**src/rtl/nibble_serial_addsub.sv**
```systemverilog
// Nibble-serial 16-bit add/subtract: one NIBBLE per clock, LSB first; done pulses the cycle after edge k+WIDTH/NIBBLE.
// No backpressure: start is taken only when not busy, and outputs hold until the next accepted operation.
// Optional macro ADDSUB_CARRY_IN_EN adds a cin port that sets the initial carry (add-with-carry / subtract-with-borrow).
module nibble_serial_addsub #(
    parameter int WIDTH  = 16,
    parameter int NIBBLE = 4
) (
    input  logic             clk,
    input  logic             rst_n,
`ifdef ADDSUB_CARRY_IN_EN
    input  logic             cin,
`endif
    input  logic             start,
    input  logic             op,
    input  logic [WIDTH-1:0] a,
    input  logic [WIDTH-1:0] b,
    output logic             busy,
    output logic             done,
    output logic [WIDTH-1:0] result,
    output logic             cout,
    output logic             overflow,
    output logic             zero
);
    localparam int NNIB = WIDTH / NIBBLE;
    localparam int CW   = (NNIB > 1) ? $clog2(NNIB) : 1;

    typedef enum logic [1:0] {S_IDLE, S_RUN, S_DONE} state_t;

    state_t                    r_state;
    logic [WIDTH-1:0]          r_a;
    logic [WIDTH-1:0]          r_b;
    logic [WIDTH-NIBBLE-1:0]   r_acc;
    logic                      r_carry;
    logic [CW-1:0]             r_cnt;
    logic                      r_busy;
    logic                      r_done;
    logic [WIDTH-1:0]          r_result;
    logic                      r_cout;
    logic                      r_overflow;
    logic                      r_zero;

    logic [NIBBLE-1:0]         w_p;
    logic [NIBBLE-1:0]         w_g;
    logic [NIBBLE:0]           w_c;
    logic [NIBBLE-1:0]         w_sum;
    logic [WIDTH-1:0]          w_full;
    logic                      w_carry0;
    logic                      w_accept;

    always_comb begin
        w_p    = r_a[NIBBLE-1:0] ^ r_b[NIBBLE-1:0];
        w_g    = r_a[NIBBLE-1:0] & r_b[NIBBLE-1:0];
        w_c    = '0;
        w_c[0] = r_carry;
        for (int j = 0; j < NIBBLE; j++) begin
            w_c[j+1] = w_g[j] | (w_p[j] & w_c[j]);
        end
        w_sum  = w_p ^ w_c[NIBBLE-1:0];
        w_full = {w_sum, r_acc};
    end

`ifdef ADDSUB_CARRY_IN_EN
    assign w_carry0 = cin;
`else
    assign w_carry0 = op;
`endif

    assign w_accept = start && (r_state == S_IDLE || r_state == S_DONE);

    always_ff @(posedge clk) begin
        if (!rst_n) begin
            r_state    <= S_IDLE;
            r_a        <= '0;
            r_b        <= '0;
            r_acc      <= '0;
            r_carry    <= 1'b0;
            r_cnt      <= '0;
            r_busy     <= 1'b0;
            r_done     <= 1'b0;
            r_result   <= '0;
            r_cout     <= 1'b0;
            r_overflow <= 1'b0;
            r_zero     <= 1'b0;
        end else begin
            case (r_state)
                S_IDLE, S_DONE: begin
                    r_done <= 1'b0;
                    if (w_accept) begin
                        // Subtract is a + ~b + 1; the +1 comes in through the initial carry.
                        r_a     <= a;
                        r_b     <= op ? ~b : b;
                        r_carry <= w_carry0;
                        r_cnt   <= '0;
                        r_busy  <= 1'b1;
                        r_state <= S_RUN;
                    end else begin
                        r_state <= S_IDLE;
                    end
                end
                S_RUN: begin
                    r_a     <= r_a >> NIBBLE;
                    r_b     <= r_b >> NIBBLE;
                    r_acc   <= w_full[WIDTH-1:NIBBLE];
                    r_carry <= w_c[NIBBLE];
                    r_cnt   <= r_cnt + 1'b1;
                    if (r_cnt == CW'(NNIB - 1)) begin
                        r_result   <= w_full;
                        r_cout     <= w_c[NIBBLE];
                        r_overflow <= w_c[NIBBLE] ^ w_c[NIBBLE-1];
                        r_zero     <= (w_full == '0);
                        r_busy     <= 1'b0;
                        r_done     <= 1'b1;
                        r_state    <= S_DONE;
                    end
                end
                default: r_state <= S_IDLE;
            endcase
        end
    end

    assign busy     = r_busy;
    assign done     = r_done;
    assign result   = r_result;
    assign cout     = r_cout;
    assign overflow = r_overflow;
    assign zero     = r_zero;
endmodule

```
**config.mk**
```make
export PLATFORM = sky130hd
export DESIGN_NAME = nibble_serial_addsub
export DESIGN_NICKNAME = d
export VERILOG_FILES = /design/src/rtl/nibble_serial_addsub.sv
export SDC_FILE = /design/constraint.sdc
export NUM_CORES = 1
export LEC_CHECK = 0
export CAP_MARGIN = 20
export CORE_MARGIN = 4
export CORE_UTILIZATION = 46
export CTS_CLUSTER_DIAMETER = 30
export DETAILED_ROUTE_END_ITERATION = 6
export PLACE_DENSITY = 0.75
export SLEW_MARGIN = 10
export SYNTH_ARGS = -nofsm -noshare
export SYNTH_HDL_FRONTEND = slang
export SYNTH_SLANG_ARGS = --single-unit
```
**constraint.sdc**
```tcl
create_clock -name clk -period 2.2 [get_ports clk]
set_input_delay 0.55 -clock clk [delete_from_list [all_inputs] [get_ports clk]]
set_output_delay 0.55 -clock clk [all_outputs]
set_load 0.02 [all_outputs]
```
Yosys cells after proc, flatten, opt, wreduce, memory -nomap -nowiden
Index checks and enable logic that the tools add are counted.
{"block": "op_classes", "add_sub_neg": 1, "eq_ne": 5, "mux": 17, "n_bitwise": 13, "n_reduce_logical": 10}
{"operator": "$pmux W16 S2", "count": 2}
{"operator": "$mux W16", "count": 3}
{"operator": "$logic_not A16 Y1", "count": 1}
{"operator": "$not A16 Y16", "count": 1}
{"operator": "$pmux W2 S2", "count": 2}
{"operator": "$xor A4 B4 Y4", "count": 2}
{"operator": "$pmux W1 S2", "count": 3}
{"operator": "$reduce_and A2 Y1", "count": 3}
{"operator": "$mux W1", "count": 5}
{"operator": "$and A1 B1 Y1", "count": 4}
{"operator": "$and A4 B4 Y4", "count": 1}
{"operator": "$eq A2 B2 Y1 const B", "count": 2}
{"operator": "$mux W2", "count": 2}
{"operator": "$ne A2 B2 Y1 const B", "count": 2}
{"operator": "$or A1 B1 Y1", "count": 4}
{"operator": "$reduce_and A3 Y1", "count": 1}
{"operator": "$add A2 B1 Y2 const B", "count": 1}
{"operator": "$eq A2 B1 Y1 const B", "count": 1}
{"operator": "$logic_not A2 Y1", "count": 1}
{"operator": "$reduce_bool A2 Y1", "count": 1}
{"operator": "$reduce_or A2 Y1", "count": 1}
{"operator": "$logic_and A1 B1 Y1", "count": 1}
{"operator": "$logic_or A1 B1 Y1", "count": 1}
{"operator": "$xor A1 B1 Y1", "count": 1}
{"block": "totals", "ff_bits": 70, "inputBits": 36}

Logic depth before layout (Yosys ltp)
Gate-level depths: netlist (run 1).
{"block": "logic_depth", "ltp_word": 10, "mapped_depth": 10, "ltp_nobuf": 10}

Least setup slack after synthesis (run 1)
OpenSTA, ideal clock, no wires.
{"block": "synth_timing", "kind": "flip-flop to flip-flop", "startpoint": "register r_a[0]", "endpoint": "register r_zero (netlist: zero)", "arrival_time_ns": 2.138, "required_ns": 2.084, "slack_ns": -0.054, "path_stages_with_launch": 11, "path_buffers": 0, "cell_sequence": "dfxtp_1 -> inv_1 -> fa_1 -> inv_1 -> fa_1 -> fa_1 -> inv_1 -> fa_1 -> nand2_1 -> nor4_2 -> a41o_1"}
{"block": "synth_between", "elab_chain_cells": 9, "word_cells_on_any_way": 10, "cone_classes": "9 x bitwise; 1 x reduce/logical"}
{"item": "start: declaration", "line_no": "30", "text": "logic [WIDTH-1:0] r_a;"}
{"item": "start signal: assignment", "line_no": "101", "text": "r_a <= r_a >> NIBBLE;"}
{"item": "$xor A4 B4 Y4", "line_no": "51", "text": "w_p = r_a[NIBBLE-1:0] ^ r_b[NIBBLE-1:0];"}
{"item": "$and A1 B1 Y1", "line_no": "56", "text": "w_c[j+1] = w_g[j] | (w_p[j] & w_c[j]);"}
{"item": "$or A1 B1 Y1", "line_no": "56"}
{"item": "$and A1 B1 Y1", "line_no": "56"}
{"item": "$or A1 B1 Y1", "line_no": "56"}
{"item": "$and A1 B1 Y1", "line_no": "56"}
{"item": "$or A1 B1 Y1", "line_no": "56"}
{"item": "$xor A4 B4 Y4 *", "line_no": "58", "text": "w_sum = w_p ^ w_c[NIBBLE-1:0];"}
{"item": "$logic_not A16 Y1 *", "line_no": "110", "text": "r_zero <= (w_full == '0);"}
{"item": "end signal: assignment", "line_no": "110"}
{"item": "end: declaration", "line_no": "40", "text": "logic r_zero;"}
Mark *: on every way between the ends. The rest lies on a longest branch, timed or not.
A chain may end at the register's enable or synchronous reset.

Final worst setup path (run 1)
Ends and elaborated chain as after synthesis.

==> results of run 1 <==
-- kinds of logic after synthesis --
kind of cell | Yosys count | share of synthesized area (%)
xor gates and xnor gates | 17 | 5.04
AOI/OAI and AO/OA | 95 | 25.5
and+or+nand+nor | 81 | 13.3
adders and majority gates | 5 | 3.13
DFF | 70 | 47.4
buffers and inverters | 35 | 5.68
-- critical path, cell delays in order (launching register included) --
cell and delay (ns):
dfxtp_2 0.33, inv_2 0.06, fa_2 0.20, inv_2 0.04
fa_2 0.33, fa_2 0.36, inv_2 0.06, fa_1 0.41
nand2_1 0.09, nor4_2 0.04, a41o_1 0.19
-- worst paths after layout --
check	end	slack, ns	startpoint
worst min register to register	r_b[15]	0.46	r_b[15]
worst max-delay path	zero	-0.03	r_a[0]
worst max register to register	zero	-0.03	r_a[0]
worst min-delay path	r_b[15]	0.46	r_b[15]
-- layer usage --
layer	wire (µm)	part of all wire (%)	GRT usage, %	up-vias
met1	2690	43	19.0	1104
li1	-	-	-	1177
met5	0	0	0	-
met3	402	6.4	6.59	4
met2	3100	50	29.5	59
met4	46	0.74	4.53	0
-- power groups by stage --
stage               sequential [mW]  clock [mW]  combinational [mW]
floorplan                      1.38           0               0.241
global placement               1.39           0               0.371
detailed placement             1.39           0               0.377
CTS                            1.36       0.978               0.379
global route                   1.37        1.04               0.419
finish                         1.36       0.950               0.381
-- state kept, by name (all words and copies together) (netlist names), 2 cells and up --
signal   cells
result      16
r_a         16
r_acc       12
r_cnt        2
r_b         16
r_state      2
-- synth_stat cells (4+ instances only) --
cell type | instances | area share [%]
a21boi_1 | 32 | 8.1
inv_1 | 7 | 0.89
a21boi_0 | 12 | 3.0
a22o_1 | 14 | 4.2
nand2_1 | 34 | 4.3
nand3_1 | 35 | 5.9
clkbuf_1 | 9 | 1.1
xor2_1 | 16 | 4.7
buf_2 | 14 | 2.4
dfxtp_1 | 70 | 47
fa_1 | 4 | 2.7
a22oi_1 | 24 | 6.1
-- area by class of cell --
class / instances / share of cell area, %
clock buffers: 15 / 4.92
inverters: 8 / 0.792
well taps: 75 / 2.48
multi-input cells: 198 / 37.0
flip-flops and latches: 70 / 37.0
repair buffers: 66 / 17.8
-- per-stage QoR --
stage	hold slack [ns]	utilization (%)	TNS (ns)
3_3_place_gp	0.449	59.2	-0.0284
3_5_place_dp	0.452	59.2	-0.0726
2_1_floorplan	0.443	-	-0.00529
4_1_cts	0.467	62.3	-0.0357
6_report	0.464	62.5	-0.0283
5_1_grt	0.488	62.5	-0.210
-- timing repair --
| item | 4_1_cts | 5_1_grt |
|---|---|---|
| setup endpoints to repair | 2 | 5 |
| gates resized for setup | 2 | 7 |
| buffers inserted | 0 | 0 |
| pin swaps | 0 | 0 |
-- cell usage in the layout (no fill, tap or decap), drive strengths merged, types with 3 or more instances in the layout --
cell / netlist / routed
a21boi: 45 / 45
a22o: 15 / 15
a22oi: 24 / 24
buf: 18 / 10
clkbuf: 9 / 15
clkdlybuf4s50: 0 / 56
dfxtp: 70 / 70
fa: 4 / 4
inv: 8 / 8
nand2: 34 / 34
nand3: 36 / 36
nor4: 3 / 3
o2bb2ai: 3 / 3
xor2: 16 / 16
==> flow_metrics.tcl, run 1 <==
set metrics [dict create \
    status "complete, but fails checks" \
    violations "setup timing" \
    start_util_pct 48.7 \
    p_seq_share_pct 50.6 \
    dpl_cell_area_um2 3590 \
    clkLatencyLatePin_ns 0.34 \
    syn-num-nets 344 \
    grt_pass1_vias 2261 \
    drt_first_pass_iters 4 \
    min_period_ns 2.23 \
    synth_cell_type_count 36 \
    leakage_nw 1.42 \
    end_kind "register" \
    whs_path_depth 2 \
    hold_class "reg -> reg" \
    clk_pin_slew_worst_paths_ns 0.07 \
    cp_max_fo 2 \
    drc 0 \
    crit_type "reg -> reg" \
    ir_drop_mv 0.403 \
    finalSetupViolCount 1 \
    grt_max_degree 41 \
    p_clk_share_pct 35.3 \
    cts-buffers-inserted 9 \
    cap_violations 0 \
    yosysWarnings 0 \
    worst_pin_slew_ns 0.649 \
    arrival_ns 2.46 \
    avgRoutedWirePerCell_um 14.4 \
    rsz0062_at_grt "yes" \
    power_density_nw_per_um2 711 \
    synthArstFlopShare_pct 0 \
    syn-instance-count 303 \
    pre_cts_ws_ns -0.0610 \
    reg2reg_depth 10 \
    gp_congestion 0.806 \
    relSlewSlack_pct 56.7 \
    finalPower_mw 2.69 \
    fillerInstances 559 \
    regArea_um2 1400 \
    skew_ns 0.00551 \
    numPortBuffers 56 \
    hold_buffers 0 \
    cts_tree "done" \
    p_int_mw 2.04 \
    dieArea_um2 7770 \
    grt_overflow 0 \
    die_w_um 88.1 \
    antenna_found_initial 0 \
    grt_pass1_wl_mm 10.2 \
    coreArea_um2 6060 \
    drv_slew 0 \
    dp.cells 417 \
    htreeDepth 3 \
    multiInputGateArea_um2 1400 \
    vias 2344 \
    fin_crit_sh_pct 101 \
    cts_sinks 70 \
    synthesis.area_um2 2950 \
    cts_root_buf "clkbuf_8" \
    critPathRequiredTime_ns 2.43 \
    finalInstanceArea_um2 3790 \
    p_sw_mw 0.650 \
    worst_setup_path_start_kind "register" \
    synth-seq-cells 70 \
    drive_gt1_share_pct 11.2 \
    drtAntennaViolNets 0 \
    nets 394 \
    first_iter_violations 86 \
    synth-edff-count 0 \
    switching_share_pct 24.1 \
    layout.cells.non_filler 432 \
    diodes 0 \
    ys_seq_area_share_pct 47.4 \
    max_freq_mhz 449 \
    viasPerCell 5.43 \
    synth_top_flop_cell "dfxtp_1" \
    hpwl_mm 4.03 \
    ios 57 \
    finalHoldViolations 0 \
    clock_path_buffers 2 \
    routed_wl_mm 6.24 \
    grt_usage_pct 16.8 \
    syn_area_per_cell_um2 9.75 \
    die_h_um 88.1 \
    syn_to_final_growth_pct 28.3 \
    pwr-share-comb_pct 14.1 \
    row_count 28 \
    fin_ws_ns -0.0283 \
]
No activity file was read; power rests on OpenSTA's default activity.
==> run 2, diff against run 1 <==
--- a/config.mk
+++ b/config.mk
@@ -9,6 +9,5 @@
 export CORE_MARGIN = 4
-export CORE_UTILIZATION = 46
+export CORE_UTILIZATION = 25
 export CTS_CLUSTER_DIAMETER = 30
 export DETAILED_ROUTE_END_ITERATION = 6
-export PLACE_DENSITY = 0.75
 export SLEW_MARGIN = 10
==> constraint.sdc (replaced) <==
create_clock -name clk -period 2.2 [get_ports clk]
set_input_delay 0.44 -clock clk [delete_from_list [all_inputs] [get_ports clk]]
set_output_delay 0.44 -clock clk [all_outputs]
set_load 0.02 [all_outputs]
==> run 2 against run 1 <==
  * The flow still finishes with violations (setup timing)
  * Die area is 75% higher
  * Sequential share of layout area decreased by 1.6 points
  * Setup slack gained 0.0086 ns
  * Core utilization shrank 28 points
  * Via count shrank 0.47%
  * Worst hold slack worse by 0.0021 ns
  * Clock skew rose by 0.0017 ns
  * Cell count is 16% higher
  * Clock power rose by 45%
  * Critical path depth stayed put
  * Register-to-register slack is essentially flat
  * Flip-flop and latch count did not move
  * Critical endpoint unchanged
  * Highest routed layer unchanged
==> flow_metrics.tcl, run 2 (synthesis results as in run 1) <==
set metrics [dict create \
    layout_commonest_cell "dfxtp_1" \
    drv_slew 0 \
    fin_setup_tns_ns -0.0197 \
    grt_usage_pct 10.3 \
    cts_sinks 70 \
    critPathRequiredTime_ns 2.42 \
    rsz0062_at_grt "yes" \
    final_cell_mix "69 x dfxtp_1, 56 x clkdlybuf4s50_1, 35 x nand3_1" \
    vias 2333 \
    ir_drop_mv 0.382 \
    clkLatencyLatePin_ns 0.33 \
    switching_share_pct 23.5 \
    diodes 0 \
    p_int_mw 2.39 \
    max_freq_mhz 451 \
    p_sw_mw 0.732 \
    avgRoutedWirePerCell_um 13.5 \
    first_iter_violations 145 \
    die_h_um 117 \
    status "complete, but fails checks" \
    antenna_found_initial 0 \
    min_period_ns 2.22 \
    hpwl_mm 4.66 \
    finalHoldViolations 0 \
    cts-buffers-inserted 9 \
    grt_overflow 0 \
    grt_pass1_vias 2299 \
    fin_crit_sh_pct 101 \
    hold_class "reg -> reg" \
    clock_path_buffers 2 \
    worst_setup_path_start_kind "register" \
    worst_pin_slew_ns 0.542 \
    violations "setup timing" \
    finalInstanceArea_um2 3960 \
    whs_ns 0.462 \
    die_w_um 117 \
    numPortBuffers 56 \
    finalSetupViolCount 1 \
    dieArea_um2 13600 \
    leakage_nw 1.46 \
    start_util_pct 25.7 \
    p_clk_share_pct 44.1 \
    row_count 39 \
    pre_cts_ws_ns -0.0680 \
    viasPerCell 4.65 \
    p_seq_share_pct 43.8 \
    crit_type "reg -> reg" \
    gp_congestion 0.798 \
    skew_ns 0.00721 \
    end_kind "register" \
    r2r_slack_ns -0.02 \
    cts_tree "done" \
    dpl_cell_area_um2 3660 \
    grt_pass1_wl_mm 11.2 \
    drive_gt1_share_pct 11.1 \
    fin_ws_ns -0.0197 \
    pwr-share-comb_pct 12.1 \
    routed_wl_mm 6.80 \
    drt_first_pass_iters 4 \
    finalPower_mw 3.12 \
    clk_pin_slew_worst_paths_ns 0.05 \
    drc 0 \
    grt_max_degree 37 \
    cp_max_fo 2 \
    ios 57 \
    coreArea_um2 11500 \
    cts_root_buf "clkbuf_16" \
    syn_to_final_growth_pct 34.1 \
    relSlewSlack_pct 63.8 \
    drtAntennaViolNets 0 \
    power_density_nw_per_um2 788 \
    cap_violations 0 \
    arrival_ns 2.44 \
    htreeDepth 3 \
    nets 395 \
]
## run 2: what timing repair did
action	4_1_cts	5_1_grt
endpoints found under the setup margin	2	5
hold buffers	0	0
pin swaps	0	0
buffers inserted	0	1
endpoints found under the hold margin	0	0
resized for setup	2	6
## run 2: per-layer routing
metal / track usage [%] / vias to the layer above / routed length, µm
li1: - / 1182 / -
met1: 13.2 / 1072 / 3260
met2: 16.3 / 66 / 3070
met3: 3.52 / 13 / 348
met4: 3.75 / 0 / 113
met5: 0 / - / 0
## run 2: path summary, 6_finish.rpt
check,from,endpoint,cells past startpoint
worst max-delay path,r_a[0],zero,10
worst min-delay path,r_a[6],r_a[6],2
worst max register to register,r_a[0],zero,10
worst min register to register,r_a[6],r_a[6],2
## run 2: per-stage QoR
stage	util [%]	instances
after floorplan	-	303
after global placement	31.8	485
after detailed placement	31.8	485
after CTS	34.3	501
after global routing	34.4	502
final	34.4	502
## run 2: area by class of cell
class	count	area (µm²)
multi-input cells	198	1400
inverters	8	30.0
flip-flops and latches	70	1400
clock buffers	12	236
fillers	1192	7550
well taps	143	179
repair buffers	67	668
clock inverters	4	47.5
## run 2: worst max-delay path, cell delays in order, from the launching register on
cell and delay [ns]:
dfxtp_2 0.32, inv_2 0.05, fa_2 0.19, inv_2 0.04, fa_2 0.34, fa_2 0.36, inv_2 0.06, fa_1 0.41
nand2_1 0.10, nor4_2 0.04, a41o_1 0.21
## run 2: power by group through the flow
| stage | registers [mW] | logic, mW | clock network, mW |
|---|---|---|---|
| floorplan | 1.38 | 0.241 | 0 |
| global placement | 1.39 | 0.374 | 0 |
| detailed placement | 1.39 | 0.378 | 0 |
| CTS | 1.37 | 0.380 | 1.42 |
| global route | 1.37 | 0.420 | 1.46 |
| finish | 1.37 | 0.378 | 1.38 |
==> run 3, diff against run 2 <==
- CELL_PAD_IN_SITES_DETAIL_PLACEMENT: default -> 0
- CELL_PAD_IN_SITES_GLOBAL_PLACEMENT: default -> 1
- PLACE_DENSITY_LB_ADDON: default -> 0.1
==> run 3 against run 2 <==
  * The flow still finishes with violations (setup timing)
  * Worst hold slack hardly changed
  * Power rose by 2.2%
  * Register-to-register slack about the same
  * Clock-buffer cell count down 1
  * Critical endpoint unchanged
==> flow_metrics.tcl, run 3 (synthesis results as in run 1) <==
set metrics [dict create \
    drtAntennaViolNets 0 \
    cap_violations 0 \
    worst_setup_path_start_kind "register" \
    cts_root_buf "clkbuf_16" \
    avgRoutedWirePerCell_um 15.2 \
    leakage_nw 1.48 \
    relSlewSlack_pct 65.5 \
    nets 397 \
    skew_ns 0.00698 \
    final_cell_mix "67 x dfxtp_1, 56 x clkdlybuf4s50_1, 35 x nand3_1" \
    max_freq_mhz 450 \
    violations "setup timing" \
    clkLatencyLatePin_ns 0.33 \
    grt_usage_pct 12.0 \
    routed_wl_mm 7.64 \
    hold_class "reg -> reg" \
    status "complete, but fails checks" \
    fillerInstances 1233 \
    first_iter_violations 155 \
    regArea_um2 1410 \
    clk_pin_slew_worst_paths_ns 0.06 \
    syn_to_final_growth_pct 35.0 \
    cp_max_fo 2 \
    finalHoldViolations 0 \
    worst_pin_slew_ns 0.518 \
    numPortBuffers 56 \
    drive_gt1_share_pct 13.1 \
    wl_met1_mm 3.55 \
    die_h_um 117 \
    dieArea_um2 13600 \
    viasPerCell 4.66 \
    rsz0062_at_grt "yes" \
    vias 2345 \
    hpwl_mm 4.94 \
    grt_pass1_wl_mm 12.5 \
    coreArea_um2 11500 \
    finalPower_mw 3.19 \
    cts_sinks 70 \
    drc 0 \
    min_period_ns 2.22 \
    end_kind "register" \
    gp_congestion 0.726 \
    antenna_found_initial 0 \
    cts_tree "done" \
    drv_slew 0 \
    ir_drop_mv 0.407 \
    grt_pass1_vias 2364 \
    die_w_um 117 \
    ios 57 \
    htreeDepth 3 \
    drt_first_pass_iters 4 \
    grt_max_degree 41 \
    finalSetupViolCount 1 \
    power_density_nw_per_um2 800 \
    top_layer "met4" \
    grt_overflow 0 \
    diodes 0 \
    fin_setup_tns_ns -0.0199 \
    clock_path_buffers 2 \
    wl_met2_mm 3.66 \
    cts-buffers-inserted 9 \
    row_count 39 \
    arrival_ns 2.44 \
    utilization_pct 34.6 \
    fin_ws_ns -0.0199 \
    wl_met3_um 337 \
    multiInputGateArea_um2 1400 \
    critPathRequiredTime_ns 2.42 \
    start_util_pct 25.7 \
    crit_type "reg -> reg" \
    layout_commonest_cell "dfxtp_1" \
    fin_crit_sh_pct 101 \
]
-- run 3: final timing paths --
kind,start,depth (start not counted),slack (ns),endpoint
worst min register to register,done,2,0.46,done
worst max-delay path,r_a[0],10,-0.02,zero
worst max register to register,r_a[0],10,-0.02,zero
worst min-delay path,done,2,0.46,done
-- run 3: through the flow --
step,worst slack [ns],instances,hold WS [ns],cell area (µm²)
after floorplan,-0.00529,303,0.443,2960
after global placement,-0.0471,487,0.449,3680
after detailed placement,-0.108,487,0.460,3680
after CTS,-0.0246,503,0.465,3990
after global routing,-0.161,503,0.486,3990
final,-0.0199,503,0.462,3990
-- run 3: layer usage --
metal  vias to the layer above  GRT usage, %
li1                       1178             -
met1                      1104          15.7
met2                        54          18.5
met3                         9          4.66
met4                         0          2.98
met5                         -             0
-- run 3: timing repair --
item                                    CTS  global route
resized for setup                        10             1
endpoints found under the setup margin    3             2
buffers inserted                          1             0
pin swaps                                 0             0
hold buffers                              0             0
-- run 3: worst max-delay path, cell delays in order, from the launching register on --
cell and delay (ns):
dfxtp_2 0.32, inv_2 0.05, fa_2 0.20, inv_2 0.04, fa_2 0.34, fa_2 0.36, inv_2 0.06, fa_1 0.42
nand2_1 0.09, nor4_2 0.04, a41o_1 0.20
-- run 3: power breakdown --
group	switching (mW)	total, mW	internal, mW
logic	0.202	0.393	0.191
registers	0.0380	1.37	1.33
clock network	0.532	1.43	0.898
total	0.772	3.19	2.42
-- run 3: layout make-up --
class / instances / share of cell area (%)
inverters: 8 / 0.753
multi-input cells: 198 / 35.1
flip-flops and latches: 70 / 35.2
repair buffers: 69 / 17.1
clock inverters: 4 / 1.19
clock buffers: 11 / 6.09
well taps: 143 / 4.49
